### src/rtl/skid_fifo_pkg.sv
// Shared helpers for skid_fifo: log2 sizing and the DEPTH power-of-2 check.
package skid_fifo_pkg;

  function automatic int clog2(input int n);
    int r;
    r = 0;
    while ((1 << r) < n) r++;
    return r;
  endfunction

  function automatic bit is_pow2(input int n);
    return (n > 0) && ((n & (n - 1)) == 0);
  endfunction

endpackage

### src/rtl/skid_fifo_mem.sv
// DEPTH x W register array: one synchronous write port, one asynchronous read port.
module skid_fifo_mem #(
  parameter int W     = 32,
  parameter int DEPTH = 4,
  parameter int PW    = 2
) (
  input  logic          clk,
  input  logic          we,
  input  logic [PW-1:0] waddr,
  input  logic [W-1:0]  wdata,
  input  logic [PW-1:0] raddr,
  output logic [W-1:0]  rdata
);

  logic [DEPTH-1:0][W-1:0] mem_q;
  logic [DEPTH-1:0][W-1:0] mem_d;

  for (genvar i = 0; i < DEPTH; i++) begin : g_entry
    always_comb begin
      mem_d[i] = mem_q[i];
      if (we && (waddr == PW'(i))) mem_d[i] = wdata;
    end

    always_ff @(posedge clk) begin
      mem_q[i] <= mem_d[i];
    end
  end

  assign rdata = mem_q[raddr];

endmodule

### src/rtl/skid_fifo.sv
// DEPTH-entry elastic buffer on a valid/ready stream; din_ready decodes registered level only.
// Optional SKID_FIFO_FLUSH_EN adds a flush input that empties the buffer in one cycle.
module skid_fifo
  import skid_fifo_pkg::*;
#(
  parameter int DIN_WIDTH    = 32,
  parameter int DEPTH        = 4,
  parameter int AFULL_THRESH = DEPTH - 1
) (
  input  logic                      clk,
  input  logic                      rst,
  input  logic [DIN_WIDTH-1:0]      din,
  input  logic                      din_valid,
  output logic                      din_ready,
  output logic [DIN_WIDTH-1:0]      dout,
  output logic                      dout_valid,
  input  logic                      dout_ready,
  output logic [clog2(DEPTH):0]     level,
`ifdef SKID_FIFO_FLUSH_EN
  input  logic                      flush,
`endif
  output logic                      almost_full
);

  localparam int PW = clog2(DEPTH);
  localparam int LW = PW + 1;

  if (!is_pow2(DEPTH) || DEPTH < 2) begin : g_bad_depth
    $error("skid_fifo: DEPTH must be a power of 2 and >= 2");
  end
  if (AFULL_THRESH < 1 || AFULL_THRESH > DEPTH) begin : g_bad_thresh
    $error("skid_fifo: AFULL_THRESH must be in 1..DEPTH");
  end

  logic [LW-1:0] level_q, level_d;
  logic [PW-1:0] wr_ptr_q, wr_ptr_d;
  logic [PW-1:0] rd_ptr_q, rd_ptr_d;
  logic          push, pop, flush_i, we;
  logic [DIN_WIDTH-1:0] rdata;

`ifdef SKID_FIFO_FLUSH_EN
  assign flush_i = flush;
`else
  assign flush_i = 1'b0;
`endif

  always_comb begin
    din_ready  = (level_q != LW'(DEPTH));
    dout_valid = (level_q != '0);
    push       = din_valid & din_ready;
    pop        = dout_valid & dout_ready;
    wr_ptr_d   = wr_ptr_q;
    rd_ptr_d   = rd_ptr_q;
    level_d    = level_q;
    we         = 1'b0;
    if (flush_i) begin
      // Flush drops everything, including the word offered this cycle.
      rd_ptr_d = wr_ptr_q;
      level_d  = '0;
    end else begin
      we = push & rst;
      if (push) wr_ptr_d = wr_ptr_q + 1'b1;
      if (pop)  rd_ptr_d = rd_ptr_q + 1'b1;
      level_d = level_q + LW'(push) - LW'(pop);
    end
  end

  always_ff @(posedge clk) begin
    if (!rst) begin
      level_q  <= '0;
      wr_ptr_q <= '0;
      rd_ptr_q <= '0;
    end else begin
      level_q  <= level_d;
      wr_ptr_q <= wr_ptr_d;
      rd_ptr_q <= rd_ptr_d;
    end
  end

  skid_fifo_mem #(
    .W     (DIN_WIDTH),
    .DEPTH (DEPTH),
    .PW    (PW)
  ) u_mem (
    .clk   (clk),
    .we    (we),
    .waddr (wr_ptr_q),
    .wdata (din),
    .raddr (rd_ptr_q),
    .rdata (rdata)
  );

  // Storage is never cleared, so mask the head word while empty to give a clean 0.
  assign dout        = dout_valid ? rdata : '0;
  assign level       = level_q;
  assign almost_full = (level_q >= LW'(AFULL_THRESH));

  always @(posedge clk) begin
    if (rst) assert (level_q <= LW'(DEPTH));
  end

endmodule

### config.mk
export PLATFORM = sky130hd
export DESIGN_NAME = skid_fifo
export DESIGN_NICKNAME = d
export VERILOG_FILES = /design/src/rtl/skid_fifo_pkg.sv /design/src/rtl/skid_fifo_mem.sv /design/src/rtl/skid_fifo.sv
export SDC_FILE = /design/constraint.sdc
export NUM_CORES = 1
export LEC_CHECK = 0
export CAP_MARGIN = 20
export CELL_PAD_IN_SITES_DETAIL_PLACEMENT = 0
export CELL_PAD_IN_SITES_GLOBAL_PLACEMENT = 1
export CORE_MARGIN = 5
export CORE_UTILIZATION = 30
export DETAILED_ROUTE_END_ITERATION = 8
export PLACE_DENSITY = 0.53
export SYNTH_ARGS = -nofsm -noshare
export SYNTH_HDL_FRONTEND = slang
export SYNTH_HIERARCHICAL = 1
export SYNTH_SLANG_ARGS = --single-unit
### constraint.sdc
create_clock -name clk -period 6.69 [get_ports clk]
set_input_delay 1.338 -clock clk [delete_from_list [all_inputs] [get_ports clk]]
set_output_delay 1.338 -clock clk [all_outputs]
set_load 0.01 [all_outputs]
==> metrics.txt <==
Core ar. 17,300 sq um; P_leak 2.187 nW; maximum buffer depth of the clock tree 2; RSZ-0062 raised after global routing no; Final #Nets 371; fraction of the cycle the final worst path needs 60.29%; Post-Synthesis Cell Area 5301 sq um; post-cts resize count 0; M1 GR Usage 13.26%; top cells by count, synth 128 x edfxtp_1, 34 x nor2b_1, 30 x mux4_2; worst vdd ir 0.1759 mV; # setup viols final 0; skew final 13.52 ps; CP top delay family buffers and inverters; htree depth 4; Antenna diodes 0; syn nets 287; antenna violations before repair 1; GRT overflow 0; Placer Congestion 0.6317; global-route wire length before repair 16.34 mm; Post-Synthesis Cells 247; fin util 39.63%; P&R area growth vs syn 29.29%; Starting DRT DRC Count 100; Area contributors post-synth edfxtp_1 73%, mux4_2 13%, nor2b_1 4.0%, dfxtp_1 2.6%, buf_12 1.1%; Setup Fix Bufs, Post-CTS 0; Residual DRC 0; critical path type flop to output port; ratio of cells with drive above 1 in the final layout 21.22%; HP Class flop to flop; sequential area share after synthesis 75.15%; Clock Latency Late Sink 420 ps; met2 GRT Util 18.37%; CP Buf/Inv Count 2; worst endpoint required time 5350 ps; root buffer cell clkbuf_16; status finished clean; CTS Hold Bufs 0; Synth Area per Inst 21.46 sq um; GRT busiest layer met2; 1st-pass router iterations 4; Final ANT Viol Nets 0; Slowest cell on crit path mux4_1; I/O Pins 74; routed vias/inst 4.425; Slew Viols, Final 0; PwrDens 386.2 nW/um^2; Max Freq 247.9 MHz; Die ar. 20,430 sq um; Yosys top cell area share 72.50%; CTS Sinks 135; CTS tree built; gr usage total 11.09%; Slew headroom 35.93%; HPWL after DPL 6.134 mm; Slowest Stage Delay on Critical Path 630 ps; CP Capture Type output port; row cnt 48; most common cell in the synthesized netlist edfxtp_1; vias in the first global route 2,804; synth warn 6; die width 142.9 microns; cells along the critical path buf_4 -> mux4_1 -> nor2b_1 -> clkdlybuf4s50_1; post-synth top area cell edfxtp_1; number of synthesized flops with an enable pin 128; Final Hold Fails 0; Synth Flop Type edfxtp_1; WL per Instance 18.77 microns; post-synthesis cell type count 29; CP Data Arrival Time 2700 ps; Max-Cap Viols 0; asr flop ratio synth 0%; setup TNS 0 ps; total CTS buffers 17; Worst Tran Pin Value 961.0 ps; detailed-route via count 2,518; Reg clk slew, reported paths 60 ps; Critical Path Fanout Max 27; Synth Register Bits 135; starting utilization of the core area 30.65%; PortBufs 73; Final min period 4034 ps; largest net degree at the start of global routing 38; Startpoint Class flop; met3 usage 4.153%; Die Ht 142.9 microns; WL final 10.68 mm
## registers in the layout (all words and copies together), names as in the netlist
name,cells
level,3
rd_ptr_q,2
u_mem/mem_q,128
wr_ptr_q,2
## worst paths after layout
check                                              start  cells after the start                  endpoint  slack (ps)
worst max-delay path            rd_ptr_q[0]$_SDFFE_PN0P_                      4                  dout[31]        2660
worst min-delay path            wr_ptr_q[1]$_SDFFE_PN0P_                      2  wr_ptr_q[1]$_SDFFE_PN0P_         550
worst max register to register       level[1]$_SDFF_PN0_                     10       level[2]$_SDFF_PN0_        4270
worst min register to register  wr_ptr_q[1]$_SDFFE_PN0P_                      2  wr_ptr_q[1]$_SDFFE_PN0P_         550
## kinds of logic after synthesis
kind of cell	share of synthesized area, %
AND/OR/NAND/NOR	6.797
multiplexers	14.11
adder cells (fa/ha/maj)	1.086
flip-flops	75.15
XOR/XNOR	0.1652
AO/OA/AOI/OAI	0.4248
buffers and inverters	2.266
## report_power, final
group	internal, W	total [W]	switching [W]	leakage, nW
Combinational	0.000377	0.000666	0.000289	0.678
Sequential	0.000983	0.00103	0.0000437	1.22
Clock	0.000619	0.000955	0.000336	0.289
Total	0.00198	0.00265	0.000669	2.19
## final cells by class
type                    instances  area (sq um)
fillers                      1575         10440
flip-flops and latches        135          3986
multi-input cells              97          1206
repair buffers                 76         753.2
clock buffers                  18         429.2
well taps                     225         281.5
clock inverters                14         182.7
inverters                       4         15.01
## cells in the final DEF, fill, tap and decap left out, types with 2 or more instances in the layout
master / synthesis / routed
nand2b_1: 2 / 2
nand2_1: 5 / 5
and3b_2: 0 / 2
edfxtp_1: 128 / 128
inv_1: 4 / 4
bufinv_16: 0 / 4
and2_1: 2 / 2
clkbuf_16: 0 / 17
nor2b_1: 34 / 34
buf_4: 0 / 3
clkinvlp_4: 0 / 4
dfxtp_2: 0 / 2
ha_1: 3 / 3
mux4_2: 30 / 30
mux4_1: 2 / 2
dfxtp_1: 7 / 5
o21ai_0: 2 / 2
mux2i_1: 2 / 2
clkinv_2: 0 / 4
clkdlybuf4s50_1: 0 / 73
## per-layer routing
metal  vias up  part of all wire, %
met4         2                  1.0
met2        60                   50
met3         8                  4.9
met1      1290                   44
met5         -                0.066
li1       1158                    -
## per-stage QoR
step                hold WS (ps)  instance area (sq um)  worst slack [ps]  total power [W]  instances
finish                     546.4                   6854              2656         0.002647        569
global route               568.6                   6854              2416         0.002786        569
CTS                        550.3                   6854              2540         0.002700        569
detailed placement         541.6                   6242              2999         0.001735        537
global placement           504.8                   6242              2995         0.001731        537
floorplan                  462.0                   5301              2054         0.001427        247
## tightest hold or removal path, delay by kind of cell, from the launching register on
kind	cells	cell delay, ps
DFF	1	350
muxes	1	70
and+or+nand+nor	1	70
No activity file was read; power rests on OpenSTA's default activity.
